**src/rtl/crc_arb_pkg.sv**
```systemverilog
// Shared definitions for the round-robin CRC arbiter: FSM state encoding and width defaults.
package crc_arb_pkg;

    localparam int DATA_W_DEF = 32;
    localparam int CRC_W_DEF  = 6;

    typedef enum logic [1:0] {
        ST_IDLE  = 2'd0,
        ST_SHIFT = 2'd1,
        ST_DONE  = 2'd2
    } state_t;

endpackage

```
**src/rtl/crc_serial_engine.sv**
```systemverilog
// Bit-serial CRC datapath: one message bit per shift_en cycle, MSB first, CRC cleared on load.
module crc_serial_engine
    import crc_arb_pkg::*;
#(
    parameter int DATA_W = DATA_W_DEF,
    parameter int CRC_W  = CRC_W_DEF
)(
    input  logic              clk,
    input  logic              reset,
    input  logic              load,
    input  logic              shift_en,
    input  logic [DATA_W-1:0] data,
    input  logic [CRC_W-1:0]  poly,
    output logic [CRC_W-1:0]  crc
);

    logic [DATA_W-1:0] msg_reg;
    logic [CRC_W-1:0]  poly_reg;
    logic [CRC_W-1:0]  crc_reg;
    logic [CRC_W-1:0]  crc_next;
    logic              feedback;

    always_comb begin
        feedback = crc_reg[CRC_W-1] ^ msg_reg[DATA_W-1];
        crc_next = {crc_reg[CRC_W-2:0], 1'b0} ^ (feedback ? poly_reg : '0);
    end

    always_ff @(posedge clk) begin
        if (reset) begin
            msg_reg  <= '0;
            poly_reg <= '0;
            crc_reg  <= '0;
        end else if (load) begin
            msg_reg  <= data;
            poly_reg <= poly;
            crc_reg  <= '0;
        end else if (shift_en) begin
            crc_reg  <= crc_next;
            msg_reg  <= {msg_reg[DATA_W-2:0], 1'b0};
        end
    end

    assign crc = crc_reg;

endmodule

```
**src/rtl/crc_arbiter.sv**
```systemverilog
// Round-robin arbiter sharing one bit-serial CRC engine among NUM_REQ requesters.
// Optional macro CRC_ARB_PRIO0_EN gives requester 0 absolute priority without moving rr_ptr.
module crc_arbiter
    import crc_arb_pkg::*;
#(
    parameter int NUM_REQ = 4,
    parameter int DATA_W  = DATA_W_DEF,
    parameter int CRC_W   = CRC_W_DEF,
    localparam int ID_W   = (NUM_REQ > 1) ? $clog2(NUM_REQ) : 1,
    localparam int CNT_W  = (DATA_W > 1) ? $clog2(DATA_W) : 1
)(
    input  logic                      clk,
    input  logic                      reset,
    input  logic [NUM_REQ-1:0]        req_valid,
    output logic [NUM_REQ-1:0]        req_ready,
    input  logic [NUM_REQ*DATA_W-1:0] req_data,
    input  logic [NUM_REQ*CRC_W-1:0]  req_poly,
    output logic                      out_valid,
    input  logic                      out_ready,
    output logic [CRC_W-1:0]          out_crc,
    output logic [ID_W-1:0]           out_id,
    output logic                      busy
);

    state_t            state_reg;
    logic [ID_W-1:0]   rr_ptr_reg;
    logic [ID_W-1:0]   out_id_reg;
    logic [CNT_W-1:0]  bit_cnt_reg;
    logic              out_valid_reg;

    logic [DATA_W-1:0] data_arr [NUM_REQ];
    logic [CRC_W-1:0]  poly_arr [NUM_REQ];

    logic              grant_found;
    logic [ID_W-1:0]   grant_idx;
    logic              advance;
    logic [ID_W-1:0]   rr_next;
    logic              accept;
    logic              shift_en;
    logic [CRC_W-1:0]  crc_value;

    for (genvar gi = 0; gi < NUM_REQ; gi++) begin : g_req
        assign data_arr[gi]  = req_data[gi*DATA_W +: DATA_W];
        assign poly_arr[gi]  = req_poly[gi*CRC_W +: CRC_W];
        assign req_ready[gi] = accept && (grant_idx == ID_W'(gi));
    end

    // First valid requester at or after rr_ptr, wrapping modulo NUM_REQ.
    always_comb begin
        logic [ID_W:0] sum;
        grant_found = 1'b0;
        grant_idx   = '0;
        advance     = 1'b1;
        sum         = '0;
        for (int k = 0; k < NUM_REQ; k++) begin
            sum = {1'b0, rr_ptr_reg} + (ID_W+1)'(k);
            if (sum >= (ID_W+1)'(NUM_REQ)) begin
                sum = sum - (ID_W+1)'(NUM_REQ);
            end
            if (!grant_found && req_valid[sum[ID_W-1:0]]) begin
                grant_found = 1'b1;
                grant_idx   = sum[ID_W-1:0];
            end
        end
`ifdef CRC_ARB_PRIO0_EN
        if (req_valid[0]) begin
            grant_found = 1'b1;
            grant_idx   = '0;
            advance     = 1'b0;
        end
`endif
    end

    assign rr_next  = (grant_idx == ID_W'(NUM_REQ-1)) ? '0 : grant_idx + ID_W'(1);
    assign accept   = (state_reg == ST_IDLE) && grant_found && !reset;
    assign shift_en = (state_reg == ST_SHIFT);

    always_ff @(posedge clk) begin
        if (reset) begin
            state_reg     <= ST_IDLE;
            rr_ptr_reg    <= '0;
            out_id_reg    <= '0;
            bit_cnt_reg   <= '0;
            out_valid_reg <= 1'b0;
        end else begin
            case (state_reg)
                ST_IDLE: begin
                    if (accept) begin
                        state_reg   <= ST_SHIFT;
                        bit_cnt_reg <= '0;
                        out_id_reg  <= grant_idx;
                        if (advance) begin
                            rr_ptr_reg <= rr_next;
                        end
                    end
                end
                ST_SHIFT: begin
                    if (bit_cnt_reg == CNT_W'(DATA_W-1)) begin
                        state_reg     <= ST_DONE;
                        out_valid_reg <= 1'b1;
                    end else begin
                        bit_cnt_reg <= bit_cnt_reg + CNT_W'(1);
                    end
                end
                ST_DONE: begin
                    if (out_ready) begin
                        state_reg     <= ST_IDLE;
                        out_valid_reg <= 1'b0;
                    end
                end
                default: begin
                    state_reg     <= ST_IDLE;
                    out_valid_reg <= 1'b0;
                end
            endcase
        end
    end

    // The engine is idle outside SHIFT, so its CRC register doubles as the held result.
    crc_serial_engine #(
        .DATA_W (DATA_W),
        .CRC_W  (CRC_W)
    ) u_engine (
        .clk      (clk),
        .reset    (reset),
        .load     (accept),
        .shift_en (shift_en),
        .data     (data_arr[grant_idx]),
        .poly     (poly_arr[grant_idx]),
        .crc      (crc_value)
    );

    assign out_valid = out_valid_reg;
    assign out_crc   = crc_value;
    assign out_id    = out_id_reg;
    assign busy      = (state_reg != ST_IDLE) && !reset;

endmodule

```
**config.mk**
```make
export PLATFORM = sky130hd
export DESIGN_NAME = crc_arbiter
export DESIGN_NICKNAME = d
export VERILOG_FILES = /design/src/rtl/crc_arb_pkg.sv /design/src/rtl/crc_serial_engine.sv /design/src/rtl/crc_arbiter.sv
export SDC_FILE = /design/constraint.sdc
export NUM_CORES = 1
export LEC_CHECK = 0
export CAP_MARGIN = 10
export CORE_ASPECT_RATIO = 2
export CORE_MARGIN = 2
export CORE_UTILIZATION = 30
export DETAILED_ROUTE_END_ITERATION = 12
export SYNTH_ARGS = -nofsm -noshare
export SYNTH_HDL_FRONTEND = slang
export SYNTH_SLANG_ARGS = --single-unit
```
**constraint.sdc**
```tcl
create_clock -name clk -period 1.7 [get_ports clk]
set_input_delay 0.255 -clock clk [delete_from_list [all_inputs] [get_ports clk]]
set_output_delay 0.255 -clock clk [all_outputs]
set_load 0.02 [all_outputs]
```
==> flow_summary_export.csv, run 1 <==
group,metric,value,unit
place,port-buffer-count,172,
routing,drc,0,
logic_synthesis,ys.flop_type,"dfxtp_1",
critical_path,critical_path_class,"reg2out",
die,dieArea,13600,um^2
critical_path,reg2reg_from,"rr_ptr_reg[0]",
min_path,hold_path.class,"in2reg",
logic_synthesis,yosysWarnings,0,
clock_network,cts_hold_buffers,0,
flow_run,maxCapViolations,0,
logic_synthesis,synth_simple_gate_area_share,21.8,%
die,io_pins,173,
logic_synthesis,synth_largest_area_cell,"dfxtp_1",
routing,dr.pass1.iters,4,
critical_path,r2r_slack,-250,ps
logic_synthesis,synth.most_common_cell,"and3_1",
power,ir_worst_vdd,0.467,mV
timing,slew_headroom,71.7,%
timing,fin_setup_tns,-8300,ps
die,start_util,30.4,%
global_routing,grt_pass1_vias,4408,
global_routing,grt_overflow,0,
logic_synthesis,seq_area_frac_synth,29.7,%
power,power_per_cell_area,795,nW/um^2
timing,slew_violations,0,
routing,vias,4393,
timing,rsz0062_at_grt,"true",
logic_synthesis,yosys-top-cells-area,"dfxtp_1, and3_1, a211oi_1",
min_path,hold_start,"reset",
critical_path,timing.rr.end,"u_engine.msg_reg[11]",
logic_synthesis,synthAdderAreaFrac,1.99,%
routing,initialDrtViolationCount,134,
cells_and_area,antenna_cells,0,
die,core.rowCount,58,
power,clockPowerShare,21.6,%
critical_path,crit_required,1440,ps
timing,finClkSkew,9.61,ps
routing,viasPerCell,5.60,
timing,fin_ws,-296,ps
cells_and_area,finalNonFillerCells,785,
cells_and_area,fillCellCount,1136,
routing,routedWlPerCell,20.0,um
power,switchingPower,0.00189,W
logic_synthesis,synthCells,437,
place,placed_cells,756,
run_status,status,"finished, violations left",
cells_and_area,area_growth,87.1,%
global_routing,groute.usage.overall,20.8,%
die,die_x,83.4,um
timing,hold_violations,0,
logic_synthesis,syn_nets,602,
global_routing,antenna_found_initial,0,
cells_and_area,final_core_util,57.0,%
logic_synthesis,ys_ff_latch,56,
global_routing,grt_max_degree,44,
clock_network,clk_path_buf_depth,2,
power,power_frac_seq,28.6,%
logic_synthesis,synth_top_family_by_area,"compound AO/OA/AOI/OAI gates",
clock_network,htree_num_levels,2,
cells_and_area,largest_reg_flops,32,
logic_synthesis,synth.avg_cell_area,8.65,um^2
logic_synthesis,synth_cell_types,39,
global_routing,grt_pass1_wl,22.9,mm
critical_path,critPathCaptureType,"primary output",
die,design.core.area,12400,um^2
power,p_leak,2.63,nW
critical_path,r2r_cells,7,
run_status,violations,"negative setup slack",
logic_synthesis,synth_compound_area_share,35.9,%
power,p_int,0.00373,W
logic_synthesis,synth_xor_area_share,1.85,%
timing,setup_viol,42,
die,fp.dieH,163,um
min_path,hold_end,"bit_cnt_reg[0]",
logic_synthesis,yosysTopAreaCellShare,29.7,%
place,dp_hpwl,9.92,mm
critical_path,startpoint_type,"flop",
cells_and_area,drive_gt1_share,31.7,%
timing,max_freq,0.501,GHz
routing,drtAntennaViolNets,0,
min_path,worstHoldPathCells,3,
power,pwr-share-comb,49.9,%
logic_synthesis,syn_area,3780,um^2
timing,min_period,2000,ps
logic_synthesis,synth_common_cells,"and3_1, a211oi_1, dfxtp_1",
clock_network,insertion_delay,300,ps
critical_path,arrival,1740,ps
clock_network,cts_tree,"yes",
logic_synthesis,synth-edff-count,0,
critical_path,path_max_fanout,4,
place,place.gp.congestion,0.863,
clock_network,cts-root-buf,"clkbuf_16",
power,switching_share,33.6,%
timing,timing.final.crit_share,117,%
routing,routed_wl,15.7,mm
logic_synthesis,async_flop_share,0,%
clock_network,cts_buffers,5,
clock_network,clk_pin_slew,80,ps
clock_network,cts_sinks,56,
timing,worst_slew_pin_slew,423,ps
cells_and_area,nets,799,
logic_synthesis,yosys-mux-area-fraction,1.59,%
[cells in the final DEF, fill, tap and decap left out, types with 6 or more instances in the layout]
| cell type | count |
|---|---|
| nor2_1 | 14 |
| a22oi_1 | 28 |
| o31ai_1 | 7 |
| and3_4 | 19 |
| xor2_1 | 8 |
| a21oi_1 | 11 |
| a211oi_4 | 7 |
| clkbuf_16 | 10 |
| clkdlybuf4s50_1 | 162 |
| buf_6 | 14 |
| nand2b_1 | 6 |
| dfxtp_1 | 54 |
| buf_4 | 32 |
| nand2_1 | 26 |
| buf_16 | 7 |
| o32ai_1 | 27 |
| and3_1 | 53 |
| a211oi_2 | 63 |
| buf_12 | 10 |
[through the flow]
step	hold WS (ps)	power, W	worst slack [ps]	cell area, um^2
2_1_floorplan	425	0.00288	-69.1	4050
3_3_place_gp	441	0.00370	-973	6150
3_5_place_dp	444	0.00372	-1000	6150
4_1_cts	435	0.00530	-286	6720
5_1_grt	456	0.00588	-371	7070
6_report	436	0.00562	-296	7070
[routing by layer]
layer	vias to the layer above	wire length [um]	track usage (%)
met2	184	7980	36.0
met4	0	170	4.99
li1	2110	-	-
met1	2089	6400	25.8
met3	10	1180	5.27
met5	-	0	0
[worst max-delay path by stage]
| stage | slack [ps] | startpoint | cells past startpoint | endpoint |
|---|---|---|---|---|
| floorplan | -70 | req_valid[2] | 7 | req_ready[2] |
| global placement | -970 | req_valid[2] | 8 | req_ready[1] |
| detailed placement | -1000 | req_valid[2] | 8 | req_ready[1] |
| CTS | -290 | rr_ptr_reg[0] | 6 | req_ready[3] |
| global route | -370 | rr_ptr_reg[0] | 6 | req_ready[3] |
| finish | -300 | rr_ptr_reg[0] | 6 | req_ready[3] |
[repair_timing]
item,CTS,global route
setup endpoints to repair,54,44
cloned,6,7
resized for setup,77,40
pin swaps,15,23
buffers inserted,5,5
[critical path, cell delays in order, from the launching register on]
cell	delay, ps
dfxtp_4	370
and2b_1	200
o32ai_4	300
inv_2	140
ha_4	180
and2_4	130
buf_6	120
[cell type report]
| cell class | instances | area, um^2 | share of cell area, % |
|---|---|---|---|
| clock inverters | 3 | 47.5 | 0.673 |
| well taps | 150 | 188 | 2.65 |
| inverters | 2 | 12.5 | 0.177 |
| repair buffers | 239 | 2660 | 37.6 |
| flip-flops and latches | 56 | 1130 | 16.0 |
| multi-input cells | 330 | 2910 | 41.2 |
| clock buffers | 5 | 125 | 1.77 |
[logic make-up after synthesis]
logic type,Yosys count
AOI/OAI and AO/OA,166
xor gates and xnor gates,8
adders and majority gates,6
buffers and inverters,51
DFF,56
muxes,6
and+or+nand+nor,144
[power by group through the flow]
stage	Sequential (W)	Clock, W	Combinational (W)
floorplan	0.00160	0	0.00128
global placement	0.00163	0	0.00207
detailed placement	0.00163	0	0.00209
CTS	0.00160	0.00123	0.00246
global route	0.00162	0.00128	0.00298
finish	0.00161	0.00121	0.00280
Power figures use the tool's default switching activity.
==> inputs of run 2 (changes only) <==
--- a/config.mk
+++ b/config.mk
@@ -7,7 +7,6 @@
 export LEC_CHECK = 0
 export CAP_MARGIN = 10
 export CORE_ASPECT_RATIO = 2
-export CORE_MARGIN = 2
 export CORE_UTILIZATION = 30
 export DETAILED_ROUTE_END_ITERATION = 12
 export SYNTH_ARGS = -nofsm -noshare
==> flow_summary_export.csv, run 2 (synthesized netlist as in run 1, its figures left out) <==
group,metric,value,unit
clock_network,cts-root-buf,"clkbuf_16",
flow_run,maxCapViolations,0,
critical_path,crit_path_top_delay_cell,"dfxtp_4",
min_path,hold_path.class,"reg2reg",
die,start_util,31.0,%
timing,slew_violations,0,
global_routing,groute.usage.overall,24.9,%
routing,vias,4529,
timing,timing.final.crit_share,120,%
timing,fin_ws,-347,ps
die,design.core.area,12200,um^2
critical_path,path_cells,"and2b_1, o32ai_4, inv_2, ha_4, and2_4, buf_6",
routing,routedWlPerCell,21.1,um
clock_network,htree_num_levels,2,
timing,worst_slew_pin_slew,485,ps
critical_path,crit_buf_inv,2,
clock_network,cts_sinks,56,
timing,rsz0062_at_grt,"true",
timing,min_period,2050,ps
global_routing,grt_pass1_wl,24.1,mm
clock_network,cts_buffers,5,
die,io_pins,173,
routing,drtAntennaViolNets,0,
power,p_int,0.00371,W
timing,fin_setup_tns,-9500,ps
critical_path,critical_path_class,"reg2out",
power,pwr-share-comb,53.5,%
routing,viasPerCell,5.75,
routing,routed_wl,16.6,mm
clock_network,insertion_delay,290,ps
power,ir_worst_vdd,0.491,mV
timing,setup_viol,42,
global_routing,antenna_found_initial,0,
cells_and_area,multi_input_area,3140,um^2
place,port-buffer-count,172,
global_routing,grt_pass1_vias,4825,
cells_and_area,layout_commonest_cell,"clkdlybuf4s50_1",
clock_network,cts_tree,"yes",
place,place.gp.congestion,0.864,
power,clockPowerShare,18.2,%
power,switching_share,34.3,%
global_routing,grt_overflow,0,
cells_and_area,ff_latch_area,1130,um^2
clock_network,cts_hold_buffers,0,
timing,timing.hold.ws,450,ps
critical_path,startpoint_type,"flop",
critical_path,critPathCaptureType,"primary output",
cells_and_area,nets,804,
routing,initialDrtViolationCount,196,
die,dieArea,13100,um^2
cells_and_area,drive_gt1_share,38.0,%
critical_path,crit_required,1440,ps
timing,max_freq,0.489,GHz
clock_network,clk_path_buf_depth,2,
run_status,violations,"negative setup slack",
clock_network,clk_pin_slew,70,ps
critical_path,critical-path-max-stage-delay,380,ps
timing,hold_violations,0,
die,fp.dieH,161,um
cells_and_area,area_growth,94.7,%
power,power_frac_seq,28.3,%
critical_path,path_max_fanout,5,
timing,finClkSkew,3.72,ps
cells_and_area,largest_reg_flops,32,
critical_path,arrival,1790,ps
timing,slew_headroom,67.6,%
place,dp_hpwl,11.1,mm
die,die_x,81.4,um
die,core.rowCount,57,
power,p_leak,2.66,nW
cells_and_area,final_cell_mix,"clkdlybuf4s50_1, a211oi_2, dfxtp_1, and3_4, buf_4",
global_routing,grt_max_degree,42,
routing,dr.pass1.iters,4,
run_status,status,"finished, violations left",
cells_and_area,fillCellCount,1044,
routing,drc,0,
critical_path,crit_family,"flip-flops",
power,switchingPower,0.00194,W
power,power_per_cell_area,767,nW/um^2
cells_and_area,antenna_cells,0,
==> run 2: cell types whose count changed in the layout (fill, tap and decap cells not counted), sizes merged, moves of 2 or more <==
cell,delta
clkbuf,-2
clkdlybuf4s15,+3
bufbuf,-2
buf,+6
==> run 2: timing repair <==
| item | 4_1_cts | 5_1_grt |
|---|---|---|
| gates cloned | 13 | 2 |
| gates resized for setup | 129 | 33 |
| setup endpoints to repair | 58 | 44 |
| setup buffers | 13 | 1 |
| pin swaps | 68 | 25 |
==> run 2: power groups by stage <==
| stage | sequential [W] | combinational (W) | clock (W) |
|---|---|---|---|
| 4_1_cts | 0.00159 | 0.00287 | 0.00105 |
| 3_3_place_gp | 0.00162 | 0.00208 | 0 |
| 2_1_floorplan | 0.00160 | 0.00128 | 0 |
| 3_5_place_dp | 0.00163 | 0.00211 | 0 |
| 5_1_grt | 0.00161 | 0.00318 | 0.00108 |
| 6_report | 0.00160 | 0.00302 | 0.00103 |
==> run 2: cell type report <==
cell class / count / area share (%)
Tap cell: 147 / 2.50
Timing Repair Buffer: 243 / 37.5
Sequential cell: 56 / 15.3
Multi-Input combinational cell: 331 / 42.6
Inverter: 2 / 0.119
Clock buffer: 6 / 1.75
Clock inverter: 2 / 0.221
==> run 2: through the flow <==
step                instances  util [%]  setup WS (ps)  power (W)  area [um^2]
finish                    787      60.3           -347    0.00564         7360
global route              787      60.3           -394    0.00588         7360
CTS                       786      58.9           -371    0.00552         7190
detailed placement        753      50.4           -978    0.00373         6150
global placement          753      50.4           -953    0.00370         6150
floorplan                 437         -          -69.1    0.00288         4050
==> run 2: final timing paths <==
| check | start | cells after the start | end | slack, ps |
|---|---|---|---|---|
| setup / recovery | rr_ptr_reg[0] | 6 | req_ready[2] | -350 |
| hold / removal | out_id[0] | 2 | out_id[0] | 450 |
| setup reg to reg | rr_ptr_reg[0] | 9 | u_engine.msg_reg[23] | -350 |
| hold reg to reg | out_id[0] | 2 | out_id[0] | 450 |
==> run 2: worst register-to-register path: stages (launching register included) <==
cell and delay (ps):
dfxtp_4 380, nor2b_4 60, buf_6 120, or4_4 480, buf_12 170, buf_12 130, buf_16 120, and3_1 160
a211oi_2 160, o32ai_1 120
==> run 2: layer usage <==
metal	wire [um]	global-route usage [%]	vias to the layer above	share of wire, %
met1	5290	21.8	2204	32
met2	10100	50.9	166	61
met4	617	13.2	0	3.7
met3	568	2.39	34	3.4
li1	-	-	2125	-
met5	0	0	-	0
